==> config.mk <==
export PLATFORM = sky130hd
export DESIGN_NAME = muldiv_sequencer
export DESIGN_NICKNAME = d
export VERILOG_FILES = /design/src/rtl/muldiv_pkg.sv /design/src/rtl/muldiv_step.sv /design/src/rtl/muldiv_sequencer.sv
export SDC_FILE = /design/constraint.sdc
export NUM_CORES = 1
export LEC_CHECK = 0
export ABC_AREA = 1
export CORE_MARGIN = 2
export CORE_UTILIZATION = 30
export CTS_BUF_LIST = sky130_fd_sc_hd__clkbuf_8
export CTS_CLUSTER_DIAMETER = 60
export DETAILED_ROUTE_END_ITERATION = 12
export GPL_TIMING_DRIVEN = 0
export HOLD_SLACK_MARGIN = 0.15
export PLACE_DENSITY_LB_ADDON = 0.1
export SETUP_SLACK_MARGIN = 0.02
export SYNTH_ARGS = -nofsm -noshare
export SYNTH_HDL_FRONTEND = slang
export SYNTH_SLANG_ARGS = --single-unit
==> constraint.sdc <==
create_clock -name i_clk -period 3.9 [get_ports i_clk]
set_clock_uncertainty 0.2 [all_clocks]
set_input_delay 0.39 -clock i_clk [delete_from_list [all_inputs] [get_ports i_clk]]
set_output_delay 0.39 -clock i_clk [all_outputs]
set_load 0.05 [all_outputs]
==> src/rtl/muldiv_pkg.sv <==
// Shared constants, opcodes and FSM state type for the RV32M multiply/divide sequencer.
package muldiv_pkg;

  localparam int unsigned XLEN  = 32;
  localparam int unsigned ITERS = 32;

  localparam logic [2:0] MD_MUL    = 3'b000;
  localparam logic [2:0] MD_MULH   = 3'b001;
  localparam logic [2:0] MD_MULHSU = 3'b010;
  localparam logic [2:0] MD_MULHU  = 3'b011;
  localparam logic [2:0] MD_DIV    = 3'b100;
  localparam logic [2:0] MD_DIVU   = 3'b101;
  localparam logic [2:0] MD_REM    = 3'b110;
  localparam logic [2:0] MD_REMU   = 3'b111;

  typedef enum logic [1:0] {
    S_IDLE,
    S_CALC,
    S_FIX,
    S_DONE
  } state_t;

endpackage

==> src/rtl/muldiv_step.sv <==
// One iteration of shift-add multiply (i_div=0) or restoring divide (i_div=1) on a 64-bit accumulator.
module muldiv_step
  import muldiv_pkg::*;
(
  input  logic              i_div,
  input  logic [2*XLEN-1:0] i_acc,
  input  logic [XLEN-1:0]   i_opb,
  output logic [2*XLEN-1:0] o_acc
);

  logic [XLEN:0]     w_sum;
  logic [2*XLEN:0]   w_shl;
  logic [XLEN:0]     w_diff;

  always_comb begin
    w_sum  = '0;
    w_shl  = '0;
    w_diff = '0;
    o_acc  = i_acc;
    if (!i_div) begin
      // multiplier LSB sits in acc[0]; carry out of the add becomes the new MSB
      w_sum = {1'b0, i_acc[2*XLEN-1:XLEN]} + (i_acc[0] ? {1'b0, i_opb} : '0);
      o_acc = {w_sum, i_acc[XLEN-1:1]};
    end else begin
      // acc holds {remainder, quotient}; the shifted remainder needs XLEN+1 bits
      w_shl  = {i_acc, 1'b0};
      w_diff = w_shl[2*XLEN:XLEN] - {1'b0, i_opb};
      if (!w_diff[XLEN])
        o_acc = {w_diff[XLEN-1:0], w_shl[XLEN-1:1], 1'b1};
      else
        o_acc = w_shl[2*XLEN-1:0];
    end
  end

endmodule

==> src/rtl/muldiv_sequencer.sv <==
// Multi-cycle RV32M MUL/DIV/REM controller: 32-iteration FSM with RISC-V sign and corner-case rules.
module muldiv_sequencer
  import muldiv_pkg::*;
(
  input  logic            i_clk,
  input  logic            i_rst_n,
  input  logic            i_start,
  input  logic [2:0]      i_funct3,
  input  logic [XLEN-1:0] i_data1,
  input  logic [XLEN-1:0] i_data2,
  input  logic            i_flush,
  output logic            o_busy,
  output logic            o_done,
  output logic [XLEN-1:0] o_result,
  output logic            o_stall
);

  state_t              r_state, w_next;
  logic [5:0]          r_cnt;
  logic [2:0]          r_funct3;
  logic                r_neg;
  logic [2*XLEN-1:0]   r_acc;
  logic [XLEN-1:0]     r_opb;
  logic [XLEN-1:0]     r_result;

  logic                w_sgn1_en, w_sgn2_en, w_sign1, w_sign2, w_neg, w_is_div;
  logic [XLEN-1:0]     w_mag1, w_mag2, w_special_res, w_fix_res, w_quo, w_rem;
  logic                w_special, w_accept;
  logic [2*XLEN-1:0]   w_step, w_prod;

  always_comb begin
    w_sgn1_en = 1'b0;
    w_sgn2_en = 1'b0;
    case (i_funct3)
      MD_MULH:   begin w_sgn1_en = 1'b1; w_sgn2_en = 1'b1; end
      MD_MULHSU: w_sgn1_en = 1'b1;
      MD_DIV:    begin w_sgn1_en = 1'b1; w_sgn2_en = 1'b1; end
      MD_REM:    begin w_sgn1_en = 1'b1; w_sgn2_en = 1'b1; end
      MD_MUL, MD_MULHU, MD_DIVU, MD_REMU: ;
      default: ;
    endcase
  end

  assign w_sign1  = w_sgn1_en & i_data1[XLEN-1];
  assign w_sign2  = w_sgn2_en & i_data2[XLEN-1];
  assign w_mag1   = w_sign1 ? -i_data1 : i_data1;
  assign w_mag2   = w_sign2 ? -i_data2 : i_data2;
  assign w_is_div = i_funct3[2];
  // remainder follows the dividend sign; product and quotient follow sign1^sign2
  assign w_neg    = (i_funct3 == MD_REM) ? w_sign1 : (w_sign1 ^ w_sign2);
  assign w_accept = (r_state == S_IDLE) & i_start & ~i_flush;

  always_comb begin
    w_special     = 1'b0;
    w_special_res = '0;
    if (w_is_div && i_data2 == '0) begin
      w_special     = 1'b1;
      w_special_res = i_funct3[1] ? i_data1 : '1;
    end else if ((i_funct3 == MD_DIV || i_funct3 == MD_REM) &&
                 i_data1 == {1'b1, {(XLEN-1){1'b0}}} && i_data2 == '1) begin
      w_special     = 1'b1;
      w_special_res = i_funct3[1] ? '0 : {1'b1, {(XLEN-1){1'b0}}};
    end
  end

  muldiv_step u_step (
    .i_div (r_funct3[2]),
    .i_acc (r_acc),
    .i_opb (r_opb),
    .o_acc (w_step)
  );

  assign w_prod = r_neg ? -r_acc : r_acc;
  assign w_quo  = r_neg ? -r_acc[XLEN-1:0] : r_acc[XLEN-1:0];
  assign w_rem  = r_neg ? -r_acc[2*XLEN-1:XLEN] : r_acc[2*XLEN-1:XLEN];

  always_comb begin
    w_fix_res = '0;
    case (r_funct3)
      MD_MUL:                       w_fix_res = w_prod[XLEN-1:0];
      MD_MULH, MD_MULHSU, MD_MULHU: w_fix_res = w_prod[2*XLEN-1:XLEN];
      MD_DIV, MD_DIVU:              w_fix_res = w_quo;
      MD_REM, MD_REMU:              w_fix_res = w_rem;
      default:                      w_fix_res = '0;
    endcase
  end

  always_ff @(posedge i_clk) begin
    if (!i_rst_n) r_state <= S_IDLE;
    else          r_state <= w_next;
  end

  always_comb begin
    w_next = r_state;
    case (r_state)
      S_IDLE: if (w_accept) w_next = w_special ? S_DONE : S_CALC;
      S_CALC: begin
        if (i_flush)                      w_next = S_IDLE;
        else if (r_cnt == 6'(ITERS - 1))  w_next = S_FIX;
      end
      S_FIX:  w_next = i_flush ? S_IDLE : S_DONE;
      S_DONE: w_next = S_IDLE;
      default: w_next = S_IDLE;
    endcase
  end

  always_ff @(posedge i_clk) begin
    if (!i_rst_n) begin
      r_cnt    <= '0;
      r_funct3 <= '0;
      r_neg    <= 1'b0;
      r_acc    <= '0;
      r_opb    <= '0;
      r_result <= '0;
    end else begin
      case (r_state)
        S_IDLE: if (w_accept) begin
          r_funct3 <= i_funct3;
          r_neg    <= w_neg;
          r_cnt    <= '0;
          r_acc    <= {{XLEN{1'b0}}, (w_is_div ? w_mag1 : w_mag2)};
          r_opb    <= w_is_div ? w_mag2 : w_mag1;
          if (w_special) r_result <= w_special_res;
        end
        S_CALC: begin
          r_acc <= w_step;
          r_cnt <= r_cnt + 6'd1;
        end
        S_FIX: if (!i_flush) r_result <= w_fix_res;
        default: ;
      endcase
    end
  end

  assign o_busy   = (r_state != S_IDLE);
  assign o_done   = (r_state == S_DONE);
  assign o_result = r_result;
  assign o_stall  = w_accept | (o_busy & ~o_done);

endmodule
==> flow_summary_export.csv <==
group,metric,value,unit
status,status,"complete, no violations",
sta,fmax,0.2750,GHz
floorplan,die_w,254.3,um
drt,routed_via_density,5.180,
final_layout,multi_input_area,13350,um^2
final_layout,regArea,2803,um^2
clock_network,insertion_delay,0.54,ns
floorplan,initial_core_util,30.41,%
drt,drt-wirelength-per-cell,21.76,um
place,hpwl,82140,um
drt,drt_wl_total,97770,um
synthesis,ys_ff_latch,140,
floorplan,io_pins,106,
drt,drt-initial-drc-count,2412,
synthesis,ys_seq_area_share,14.91,%
clock_network,postCtsSetupBuffers,0,
sta,tightest_slew,1.168,ns
sta,period_needed,3.636,ns
grt,grt_max_degree,17,
synthesis,async_flop_share,0,%
pwr,power_leakage,10.83,nW
drt,final_antenna_net_count,0,
setup_path,arrival,3.89,ns
setup_path,r2r.worst_path.cells,9,
sta,finalSetupViolCount,0,
synthesis,synthFlopType,"dfxtp_1",
sta,post-route-period-util,93.23,%
place,gp_congestion,0.9917,
setup_path,r2r-start,"r_state[1]",
worst_hold_path,worstHoldStart,"r_cnt[1]",
final_layout,drive_above_1_share,6.106,%
setup_path,startpoint_type,"flop",
synthesis,ys_types,56,
place,dpl.cell_count,4458,
synthesis,synth_area,18800,um^2
final_layout,syn_to_final_growth,13.32,%
place,port_buffers,104,
synthesis,yosys_warnings,0,
floorplan,die-area,64690,um^2
setup_path,r2r_slack,0.26,ns
worst_hold_path,hold_depth,2,
final_layout,nFillCells,7229,
sta,maxSlewViolCount,0,
synthesis,synth-edff-count,0,
flow_run,cap_violations,0,
synthesis,synth_cells,3517,
worst_hold_path,hp-class,"reg2reg",
clock_network,path_clk_slew,0.09,ns
floorplan,rows,91,
clock_network,cts_buffer_depth,2,
grt,grt_usage,29.96,%
setup_path,r2r-end,"r_acc[32]",
clock_network,cts_sinks,140,
floorplan,fp.dieH,254.3,um
sta,hold_viol,0,
sta,maxSlewHeadroom,21.82,%
clock_network,root_buffer,"clkbuf_8",
final_layout,stdcell_count,4494,
drt,post-route-drc-count,0,
grt,grt_pass1_wl,141600,um
synthesis,syn_nets,3665,
grt,grt_overflow_total,0,
sta,final.setup.tns,0,ns
grt,antenna_found_initial,3,
clock_network,h-tree-depth,4,
clock_network,cts_tree,"built",
grt,grt_pass1_vias,21480,
setup_path,worstSetupEndpointType,"flop",
synthesis,syn_area_per_cell,5.346,um^2
drt,vias,23280,
floorplan,coreArea,61830,um^2
pwr,vdd_drop_max,239.9,uV
pwr,power_density,527.3,nW/um^2
clock_network,cts_buffers,17,
final_layout,num-nets-final,3787,
sta,rsz0062_at_grt,"no",
setup_path,path_max_fanout,10,
setup_path,critical_path_required,4.16,ns
worst_hold_path,min_delay_worst_endpoint,"r_cnt[1]",
drt,dr.pass1.iters,6,
setup_path,path_class,"reg2reg",
[per-stage QoR]
step	worst slack, ns	area (um^2)	hold slack [ns]	total power [mW]	util [%]
4_1_cts	0.09701	21290	0.3081	11.06	34.44
2_1_floorplan	1.145	18800	0.2605	7.082	-
6_report	0.2642	21300	0.3026	11.23	34.46
3_5_place_dp	0.05796	20890	0.2955	9.730	33.79
5_1_grt	0.09621	21300	0.3294	12.05	34.46
3_3_place_gp	0.01313	20890	0.2937	9.791	33.79
[critical path, stage by stage (launching register included)]
cell	delay, ns
dfxtp_1	0.34
inv_1	0.12
ha_1	0.40
inv_1	0.10
clkbuf_1	0.29
nor2_1	0.96
inv_1	0.63
a21oi_1	0.30
nand2_1	0.09
a21oi_2	0.10
[cell families after synthesis]
| logic type | after synthesis | share of synthesized area (%) |
|---|---|---|
| xor gates and xnor gates | 79 | 3.680 |
| adders and majority gates | 77 | 5.204 |
| and+or+nand+nor | 2008 | 45.69 |
| AOI/OAI and AO/OA | 550 | 16.42 |
| buffers and inverters | 663 | 14.10 |
| DFF | 140 | 14.91 |
[cells in the mapped netlist (44+ instances only)]
| cell | number | share of area, % |
|---|---|---|
| nand2_1 | 1147 | 23 |
| o21ai_0 | 204 | 5.4 |
| dfxtp_1 | 140 | 15 |
| inv_1 | 528 | 11 |
| clkbuf_1 | 63 | 1.3 |
| ha_1 | 75 | 5.0 |
| nor2_1 | 368 | 7.3 |
| nand4_1 | 45 | 1.5 |
| nor3_1 | 44 | 1.2 |
| xor2_1 | 62 | 2.9 |
| a21oi_1 | 203 | 5.4 |
| nand3_1 | 275 | 7.3 |
[placed cells by master (no fill, tap or decap), types with 7 or more instances in the layout]
cell and n:
clkbuf_1 61, a21oi_2 31, xor2_1 62, buf_2 32
nand3b_1 17, ha_1 75, inv_1 529, nand2_1 1147
xnor2_1 17, nor2_1 368, a21oi_1 203, buf_1 11
o21ai_1 14, dfxtp_1 140, a31oi_1 25, o211ai_1 32
buf_6 7, nand3_2 26, nor3_1 44, nand3_1 275
clkdlybuf4s50_1 104, or2_2 14, nand2_2 37, clkbuf_8 20
inv_2 10, nand4_1 45, o21bai_1 14, o21ai_0 204
nor2_2 8
[how the worst max path moves through the flow]
stage | cells past startpoint | endpoint | from | slack [ns]
floorplan | 19 | r_acc[53] | r_acc[0] | 1.14
global route | 19 | r_acc[53] | r_acc[0] | 0.1
finish | 9 | r_acc[32] | r_state[1] | 0.26
detailed placement | 15 | o_result[0] | i_data2[0] | 0.06
CTS | 18 | r_acc[63] | r_acc[0] | 0.1
global placement | 15 | o_result[0] | i_data2[0] | 0.01
[report_power, final]
| part | leakage, nW | switching, mW | internal [mW] |
|---|---|---|---|
| combinational | 9.49 | 5.54 | 2.33 |
| sequential | 1.14 | 0.414 | 1.65 |
| clock | 0.200 | 0.703 | 0.603 |
[flip-flops by register name (all words and copies together) (netlist names)]
register and count:
r_cnt 6, r_neg 1, o_result 32, r_funct3 3, r_state 2, r_opb 32, r_acc 64
[per-layer routing]
layer	track usage, %	routed length (um)	part of all wire [%]	vias up
met1	39.97	42870	44	10670
met3	4.317	7150	7.3	193
met4	13.29	4523	4.6	0
li1	-	-	-	11410
met2	47.79	43230	44	1010
met5	0	0	0	-
[layout make-up]
class,count,area share (%)
inverters,543,9.567
diodes,5,0.05873
clock inverters,13,0.6578
flip-flops and latches,140,13.16
well taps,837,4.916
repair buffers,104,4.886
plain buffers,119,2.860
clock buffers,19,1.227
multi-input cells,2714,62.67
[what timing repair did]
| item | 4_1_cts | 5_1_grt |
|---|---|---|
| hold buffers | 0 | 0 |
| resized for setup | 0 | 3 |
| endpoints found under the setup margin | 0 | 7 |
(Power assumes the default switching activity.)
